### config.mk
export PLATFORM = sky130hd
export DESIGN_NAME = out_layer_argmax
export DESIGN_NICKNAME = d
export VERILOG_FILES = /design/src/rtl/nn_pkg.sv /design/src/rtl/act_max_cmp.sv /design/src/rtl/out_layer_argmax.sv
export SDC_FILE = /design/constraint.sdc
export NUM_CORES = 1
export LEC_CHECK = 0
export CAP_MARGIN = 15
export CORE_UTILIZATION = 45
export DETAILED_ROUTE_END_ITERATION = 12
export GPL_TIMING_DRIVEN = 0
export PLACE_DENSITY_LB_ADDON = 0.1
export SLEW_MARGIN = 20
export SYNTH_ARGS = -nofsm -noshare
export SYNTH_HDL_FRONTEND = slang
export SYNTH_SLANG_ARGS = --single-unit
### constraint.sdc
create_clock -name clk -period 3.15 [get_ports clk]
set_clock_uncertainty 0.2 [all_clocks]
set_input_delay 0.315 -clock clk [delete_from_list [all_inputs] [get_ports clk]]
set_output_delay 0.315 -clock clk [all_outputs]
set_load 0.01 [all_outputs]
### src/rtl/nn_pkg.sv
// Shared definitions for the ECG classifier output stages: activation width,
// saturation mapping and the argmax controller state encoding.
package nn_pkg;
  localparam int ACT_W = 8;
  localparam logic [ACT_W-1:0] ACT_MAX = 8'd255;
  localparam int DATA_W = 24;

  typedef enum logic [1:0] {
    IDLE,
    WAIT,
    SCAN
  } state_t;

  // Node outputs are unsigned and already clamped at zero, so any bit above
  // the activation byte means the value is out of range and saturates.
  function automatic logic [ACT_W-1:0] sat_act(input logic [DATA_W-1:0] x);
    return (x[DATA_W-1:ACT_W] != '0) ? ACT_MAX : x[ACT_W-1:0];
  endfunction
endpackage

### src/rtl/act_max_cmp.sv
// Running-maximum step: a candidate replaces the current best only when it is
// strictly greater, so on ties the earlier (lower) index is kept.
module act_max_cmp
  import nn_pkg::*;
#(
  parameter int IDX_W = 3
) (
  input  logic [ACT_W-1:0] cand,
  input  logic [IDX_W-1:0] cand_idx,
  input  logic [ACT_W-1:0] best_in,
  input  logic [IDX_W-1:0] best_idx_in,
  output logic [ACT_W-1:0] best_out,
  output logic [IDX_W-1:0] best_idx_out
);
  always_comb begin
    best_out     = best_in;
    best_idx_out = best_idx_in;
    if (cand > best_in) begin
      best_out     = cand;
      best_idx_out = cand_idx;
    end
  end
endmodule

### src/rtl/out_layer_argmax.sv
// Final decision stage: waits for the node pipeline to settle, snapshots all
// output-layer nodes, then scans them one per cycle to find the winning class.
module out_layer_argmax #(
  parameter int NUM_NODES = 6,
  parameter int DATA_W    = 24,
  parameter int SETTLE    = 3,
  parameter int IDX_W     = $clog2(NUM_NODES)
) (
  input  logic                        clk,
  input  logic                        reset,
  input  logic                        start,
  input  logic [NUM_NODES*DATA_W-1:0] nodes_in,
  output logic                        busy,
  output logic                        valid,
  output logic [IDX_W-1:0]            class_idx,
  output logic [7:0]                  class_score
);
  import nn_pkg::*;

  localparam int CNT_W = (SETTLE > 1) ? $clog2(SETTLE) : 1;

  state_t            state_q, state_d;
  logic [CNT_W-1:0]  cnt_q, cnt_d;
  logic [IDX_W-1:0]  i_q, i_d;
  logic [ACT_W-1:0]  best_q, best_d;
  logic [IDX_W-1:0]  best_idx_q, best_idx_d;
  logic [DATA_W-1:0] snap_q [NUM_NODES];
  logic [DATA_W-1:0] snap_d [NUM_NODES];
  logic              busy_q, busy_d;
  logic              valid_q, valid_d;
  logic [IDX_W-1:0]  class_idx_q, class_idx_d;
  logic [ACT_W-1:0]  class_score_q, class_score_d;

  logic [ACT_W-1:0]  cand;
  logic [ACT_W-1:0]  cmp_best;
  logic [IDX_W-1:0]  cmp_idx;

  assign cand = sat_act(snap_q[i_q]);

  act_max_cmp #(.IDX_W(IDX_W)) u_cmp (
    .cand        (cand),
    .cand_idx    (i_q),
    .best_in     (best_q),
    .best_idx_in (best_idx_q),
    .best_out    (cmp_best),
    .best_idx_out(cmp_idx)
  );

  always_comb begin
    state_d       = state_q;
    cnt_d         = cnt_q;
    i_d           = i_q;
    best_d        = best_q;
    best_idx_d    = best_idx_q;
    snap_d        = snap_q;
    busy_d        = busy_q;
    valid_d       = 1'b0;
    class_idx_d   = class_idx_q;
    class_score_d = class_score_q;

    case (state_q)
      IDLE: begin
        if (start) begin
          state_d = WAIT;
          cnt_d   = CNT_W'(SETTLE - 1);
          busy_d  = 1'b1;
        end
      end
      WAIT: begin
        if (cnt_q == '0) begin
          for (int k = 0; k < NUM_NODES; k++) begin
            snap_d[k] = nodes_in[k*DATA_W +: DATA_W];
          end
          best_d     = '0;
          best_idx_d = '0;
          i_d        = '0;
          state_d    = SCAN;
        end else begin
          cnt_d = cnt_q - 1'b1;
        end
      end
      SCAN: begin
        best_d     = cmp_best;
        best_idx_d = cmp_idx;
        // The last node's comparison feeds the result registers directly,
        // saving a cycle compared with publishing from best_q.
        if (i_q == IDX_W'(NUM_NODES - 1)) begin
          class_idx_d   = cmp_idx;
          class_score_d = cmp_best;
          valid_d       = 1'b1;
          busy_d        = 1'b0;
          state_d       = IDLE;
        end else begin
          i_d = i_q + 1'b1;
        end
      end
      default: state_d = IDLE;
    endcase
  end

  always_ff @(posedge clk) begin
    if (reset) begin
      state_q       <= IDLE;
      cnt_q         <= '0;
      i_q           <= '0;
      best_q        <= '0;
      best_idx_q    <= '0;
      busy_q        <= 1'b0;
      valid_q       <= 1'b0;
      class_idx_q   <= '0;
      class_score_q <= '0;
      for (int k = 0; k < NUM_NODES; k++) begin
        snap_q[k] <= '0;
      end
    end else begin
      state_q       <= state_d;
      cnt_q         <= cnt_d;
      i_q           <= i_d;
      best_q        <= best_d;
      best_idx_q    <= best_idx_d;
      busy_q        <= busy_d;
      valid_q       <= valid_d;
      class_idx_q   <= class_idx_d;
      class_score_q <= class_score_d;
      snap_q        <= snap_d;
    end
  end

  assign busy        = busy_q;
  assign valid       = valid_q;
  assign class_idx   = class_idx_q;
  assign class_score = class_score_q;
endmodule

==> results of run 1 <==
==> logic make-up after synthesis <==
| family | after synthesis | synth area share [%] |
|---|---|---|
| adders and majority gates | 11 | 1.95 |
| xor gates and xnor gates | 2 | 0.248 |
| DFF | 175 | 49.5 |
| muxes | 19 | 4.53 |
| and+or+nand+nor | 383 | 22.2 |
| buffers and inverters | 82 | 4.71 |
| AOI/OAI and AO/OA | 217 | 16.8 |
==> layer usage <==
metal / vias up / GRT usage, % / routed length (um)
met3: 32 / 4.44 / 1010
met1: 3216 / 32.9 / 9120
li1: 3408 / - / -
met4: 0 / 10.2 / 375
met5: - / 0 / 0
met2: 212 / 43.2 / 10200
==> synthesized netlist by cell type (all sizes together) <==
| cell type | instances | area share, % |
|---|---|---|
| nand2 | 301 | 16 |
| dfxtp | 175 | 50 |
| a21oi | 169 | 12 |
| clkbuf | 51 | 2.7 |
| nor2 | 30 | 1.6 |
| nor4 | 23 | 2.1 |
| inv | 19 | 1.0 |
| o21ai | 14 | 0.99 |
| buf | 11 | 0.92 |
| ha | 11 | 1.9 |
| mux2i | 11 | 1.6 |
| a221oi | 8 | 0.99 |
| mux4 | 8 | 3.0 |
| o21bai | 8 | 0.85 |
| a21boi | 7 | 0.74 |
| nor3 | 7 | 0.50 |
| nand4 | 5 | 0.44 |
| a211oi | 3 | 0.32 |
| and3 | 3 | 0.27 |
| nand3 | 3 | 0.21 |
| nor2b | 3 | 0.27 |
| o211ai | 3 | 0.32 |
| a21o | 2 | 0.21 |
| or4 | 2 | 0.21 |
| a211o | 1 | 0.12 |
| a222oi | 1 | 0.14 |
| a22oi | 1 | 0.11 |
| and2 | 1 | 0.089 |
| clkinv | 1 | 0.071 |
| nand2b | 1 | 0.089 |
| nand3b | 1 | 0.11 |
| nor4b | 1 | 0.12 |
| or2 | 1 | 0.089 |
| or4b | 1 | 0.14 |
| xnor2 | 1 | 0.12 |
| xor2 | 1 | 0.12 |
==> path summary, 6_finish.rpt <==
| check | startpoint | endpoint | slack, ns | depth (start not counted) |
|---|---|---|---|---|
| max | i_q[2] | class_score[7] | -0.28 | 15 |
| min reg2reg | snap_q[78] | snap_q[78] | 0.25 | 2 |
| max reg2reg | i_q[2] | class_score[7] | -0.28 | 15 |
| min | reset | class_score[0] | 0.16 | 3 |
==> layout make-up <==
| class | instances | area, sq um |
|---|---|---|
| Multi-Input combinational cell | 633 | 3630 |
| Sequential cell | 175 | 3510 |
| Tap cell | 211 | 264 |
| Buffer | 60 | 273 |
| Clock inverter | 7 | 76.3 |
| Fill cell | 1327 | 5130 |
| Timing Repair Buffer | 180 | 1790 |
| Inverter | 20 | 80.1 |
| Clock buffer | 25 | 505 |
==> registers in the layout (all words and copies together), names as in the netlist <==
| register | flops |
|---|---|
| i_q | 3 |
| best_q | 8 |
| snap_q | 144 |
| best_idx_q | 3 |
| cnt_q | 2 |
| class_score | 8 |
| busy | 1 |
| valid | 1 |
| state_q | 2 |
| class_idx | 3 |
==> worst max-delay path, cell delays in order (launching register included) <==
cell and delay (ns):
dfxtp_1 0.30, buf_6 0.15, nor4_2 0.24, nand4_1 0.19
nor4_4 0.38, nor4_4 0.09, buf_12 0.17, a21boi_4 0.21
inv_1 0.06, ha_1 0.29, nor2b_1 0.14, o21ai_1 0.11
and3_4 0.25, nor2_4 0.08, and2_4 0.21, a221oi_2 0.25
==> what timing repair did <==
action | 4_1_cts | 5_1_grt
gates cloned | 2 | 0
gates resized for setup | 61 | 26
pin swaps | 30 | 21
setup buffers | 18 | 4
endpoints found under the setup margin | 22 | 22
==> metrics by stage <==
step	instance area [sq um]	util [%]	setup TNS (ns)	power (mW)	worst slack [ns]
5_1_grt	10100	66.3	-8.33	5.92	-0.427
3_5_place_dp	8980	58.9	-15.42	3.36	-0.804
4_1_cts	10000	65.7	-6.08	5.62	-0.365
3_3_place_gp	8980	58.9	-14.21	3.35	-0.735
6_report	10100	66.3	-5.27	5.70	-0.284
2_1_floorplan	7140	-	-0.670	2.98	-0.0752
==> power groups by stage <==
stage / combinational (mW) / sequential (mW) / clock, mW
global route: 1.32 / 2.42 / 2.18
detailed placement: 0.911 / 2.45 / 0
floorplan: 0.549 / 2.43 / 0
finish: 1.22 / 2.41 / 2.07
global placement: 0.901 / 2.45 / 0
CTS: 1.15 / 2.40 / 2.07
==> results.tsv, run 1 <==
metric	value	unit
clk_pin_slew	0.06	ns
die_area	16200	sq um
hold_viol	0	
switching_share	27.7	%
grt_first_pass_wirelength	31900	um
vias_per_cell	5.24	
tightest_slew	0.806	ns
synth_seq_area_share	49.5	%
clockBufferDepth	2	
synth_warnings	0	
syn_area	7070	sq um
p_switching	1.58	mW
antenna_found_initial	0	
final_common_cell	nand2_1	
io_buffers	158	
hp-class	input pin to flip-flop	
ioPinCount	160	
fin_hold_ws	0.155	ns
intPower	4.12	mW
cp-end-kind	flip-flop	
syn_inst	889	
syn-num-nets	1047	
initial_utilization	46.3	%
min_period_over_period	109	%
status	complete, but fails checks	
grt_usage	25.7	%
avgRoutedWirePerCell	15.8	um
cp-start-kind	flip-flop	
ctsHoldBuffers	0	
cts_buffers	17	
clkPwrFrac	36.3	%
vias	6868	
crit_type	flip-flop to flip-flop	
antenna_cells	0	
post-route-drc-count	0	
max_freq	291	MHz
die_h	127	um
seqPwrFrac	42.2	%
cts_root_buf	clkbuf_16	
dp_hpwl	14300	um
ctsHtreeMaxLevel	4	
grt_pass1_vias	6385	
dr.pass1.iters	8	
setup_viol	22	
dpl.cell_count	1258	
area_delta_synth_final	43.2	%
powerDensity	563	nW/um^2
drive_gt1_share	11.0	%
clk_latency	0.43	ns
slew_headroom	46.3	%
failed_checks	setup timing	
cts_sinks	175	
cap_violations	0	
irDropWorstVdd	453	uV
avgSynthCellArea	7.95	sq um
final_cell_mix	298 x nand2_1, 171 x dfxtp_1, 160 x a21oi_1	
die_w	127	um
post-route-min-period	3.43	ns
place_congestion	0.842	
maxSlewViolCount	0	
setup_ws	-0.284	ns
core_area	15300	sq um
path_max_fanout	9	
rsz0062_at_grt	yes	
gr-total-overflow	0	
grt_max_degree	17	
routed_wl	20800	um
pwr-share-comb	21.4	%
drt.antenna.violating_nets	0	
cp.required	3.29	ns
nets	1245	
synth.distinct_cells	41	
final_cell_count_no_fill	1311	
dr.first_iter.drc_count	433	
synth_seq_cells	175	
leakage	3.66	nW
arrival	3.57	ns
rows	45	
cts_tree	built	
Power figures use the tool's default switching activity.
==> inputs of run 2 (changes only) <==
- CTS_CLUSTER_DIAMETER: unset -> 120
- RECOVER_POWER: unset -> 100
==> run 2 against run 1 <==
Against the previous run: the flow still finishes with violations (setup timing); worst hold slack improved by 0.0043 ns; global-route usage is the same; cell count did not move; wire length is 0.34% lower; core utilization barely moved; design area barely moved; die area is the same; via count fell by 0.32%; sequential share of layout area barely moved; fmax barely moved; largest power group unchanged; highest routed layer unchanged.
==> results.tsv, run 2 (synthesis results as in run 1) <==
metric	value	unit
avgRoutedWirePerCell	15.8	um
post-route-min-period	3.43	ns
irDropWorstVdd	457	uV
maxSlewViolCount	0	
cts_root_buf	clkbuf_16	
die_area	16200	sq um
cp-end-kind	flip-flop	
final_common_cell	nand2_1	
final_cell_mix	298 x nand2_1, 171 x dfxtp_1, 160 x a21oi_1	
drt.antenna.violating_nets	0	
final_cell_count_no_fill	1311	
antenna_cells	0	
largest_register	snap_q	
io_buffers	158	
placed_cell_area	8980	sq um
dp_hpwl	14300	um
cts_tree	built	
rsz0062_at_grt	yes	
dpl.cell_count	1258	
dr.first_iter.drc_count	459	
drive_gt1_share	10.9	%
dpl_worst_slack	-0.804	ns
seqPwrFrac	42.2	%
switching_share	27.8	%
ctsHtreeMaxLevel	4	
routed_wl	20700	um
intPower	4.12	mW
status	complete, but fails checks	
vias_per_cell	5.22	
dr.pass1.iters	5	
path_delay_family	simple AND/OR/NAND/NOR gates	
clockBufferDepth	2	
pwr-share-comb	21.4	%
area_delta_synth_final	43.1	%
leakage	3.70	nW
die_h	127	um
vias	6846	
cp-start-kind	flip-flop	
crit_buf_inv	4	
fillers	1328	
failed_checks	setup timing	
clkPwrFrac	36.3	%
cp_cell_sequence	buf_6 > nor4_2 > nand4_1 > nor4_4 > nor4_4 > buf_12 > a21boi_4 > inv_2 > ha_4 > and3_4 > a211o_1 > nand3_4 > buf_12 > nor2_4 > o21ai_1 > a21oi_1	
powerDensity	563	nW/um^2
hold_viol	0	
cp.required	3.31	ns
post-route-drc-count	0	
path_max_fanout	9	
grt_usage	25.7	%
clk_latency	0.43	ns
die_w	127	um
initial_utilization	46.3	%
slowest_stage	nor4_4	
antenna_found_initial	0	
crit_type	flip-flop to flip-flop	
setup_ws	-0.284	ns
max_freq	291	MHz
rows	45	
grt_max_degree	17	
postLayoutCellArea	10100	sq um
cts_sinks	175	
setup_viol	22	
cpPeakStageDelay	0.38	ns
cap_violations	0	
tightest_slew	0.774	ns
clk_pin_slew	0.06	ns
nets	1245	
cts_buffers	17	
place_congestion	0.842	
ioPinCount	160	
arrival	3.59	ns
gr-total-overflow	0	
grt_pass1_vias	6385	
min_period_over_period	109	%
largest_reg_flops	144	
hp-class	input pin to flip-flop	
p_switching	1.58	mW
slew_headroom	48.4	%
grt_first_pass_wirelength	31900	um
core_area	15300	sq um
==> run 2: changes by cell type in the layout (fill, tap and decap cells not counted), sizes merged <==
cell | before | now
clkdlybuf4s50 | 158 | 145
dlygate4sd3 | 0 | 13
buf | 33 | 29
clkbuf | 74 | 78
==> run 2: path summary, 6_finish.rpt <==
check	cells past startpoint	slack, ns	startpoint	end
worst min register to register	2	0.25	snap_q[78]	snap_q[78]
worst max-delay path	16	-0.28	i_q[2]	best_q[5]
worst min-delay path	3	0.16	reset	class_score[0]
worst max register to register	16	-0.28	i_q[2]	best_q[5]
==> run 2: final cells by class <==
class	count	area, sq um	area share [%]
inverters	20	80.1	0.791
clock inverters	7	76.3	0.754
repair buffers	180	1790	17.7
clock buffers	25	505	4.99
well taps	211	264	2.61
flip-flops and latches	175	3510	34.7
multi-input cells	633	3630	35.8
plain buffers	60	272	2.68
==> run 2: metal layers <==
layer	vias up	GRT usage (%)	routed length [um]
li1	3408	-	-
met1	3228	32.9	9190
met5	-	0	0
met3	25	4.44	907
met2	185	43.2	10200
met4	0	10.2	338
==> run 2: power groups by stage <==
| stage | Sequential (mW) | Clock (mW) | Combinational (mW) |
|---|---|---|---|
| finish | 2.41 | 2.07 | 1.22 |
| global route | 2.42 | 2.18 | 1.32 |
| CTS | 2.40 | 2.07 | 1.15 |
| detailed placement | 2.45 | 0 | 0.911 |
| global placement | 2.45 | 0 | 0.901 |
| floorplan | 2.43 | 0 | 0.549 |
==> run 2: worst reg2reg max path, delay by kind of cell, from the launching register on <==
family	cells	cell delay (ns)
AO/OA/AOI/OAI	4	0.64
AND/OR/NAND/NOR	7	1.40
flip-flops	1	0.30
buffers and inverters	4	0.55
adder cells (fa/ha/maj)	1	0.27
==> run 2: per-stage QoR <==
stage / hold slack, ns / utilization, % / TNS [ns] / total power [mW]
2_1_floorplan: 0.231 / - / -0.670 / 2.98
3_3_place_gp: 0.239 / 58.9 / -14.21 / 3.35
3_5_place_dp: 0.242 / 58.9 / -15.42 / 3.36
4_1_cts: 0.151 / 65.7 / -6.08 / 5.62
5_1_grt: 0.195 / 66.3 / -8.33 / 5.92
6_report: 0.159 / 66.3 / -5.25 / 5.70
==> run 2: what timing repair did <==
action	4_1_cts	5_1_grt
hold buffers	0	0
cloned	2	0
resized for setup	61	26
pin swaps	30	21
setup endpoints to repair	22	22
buffers inserted	18	4
==> inputs of run 3 (changes only) <==
- CTS_CLUSTER_DIAMETER: 120 -> unset
==> results of run 3 <==
The final DEF is identical to that of run 2; final timing and power are the same.
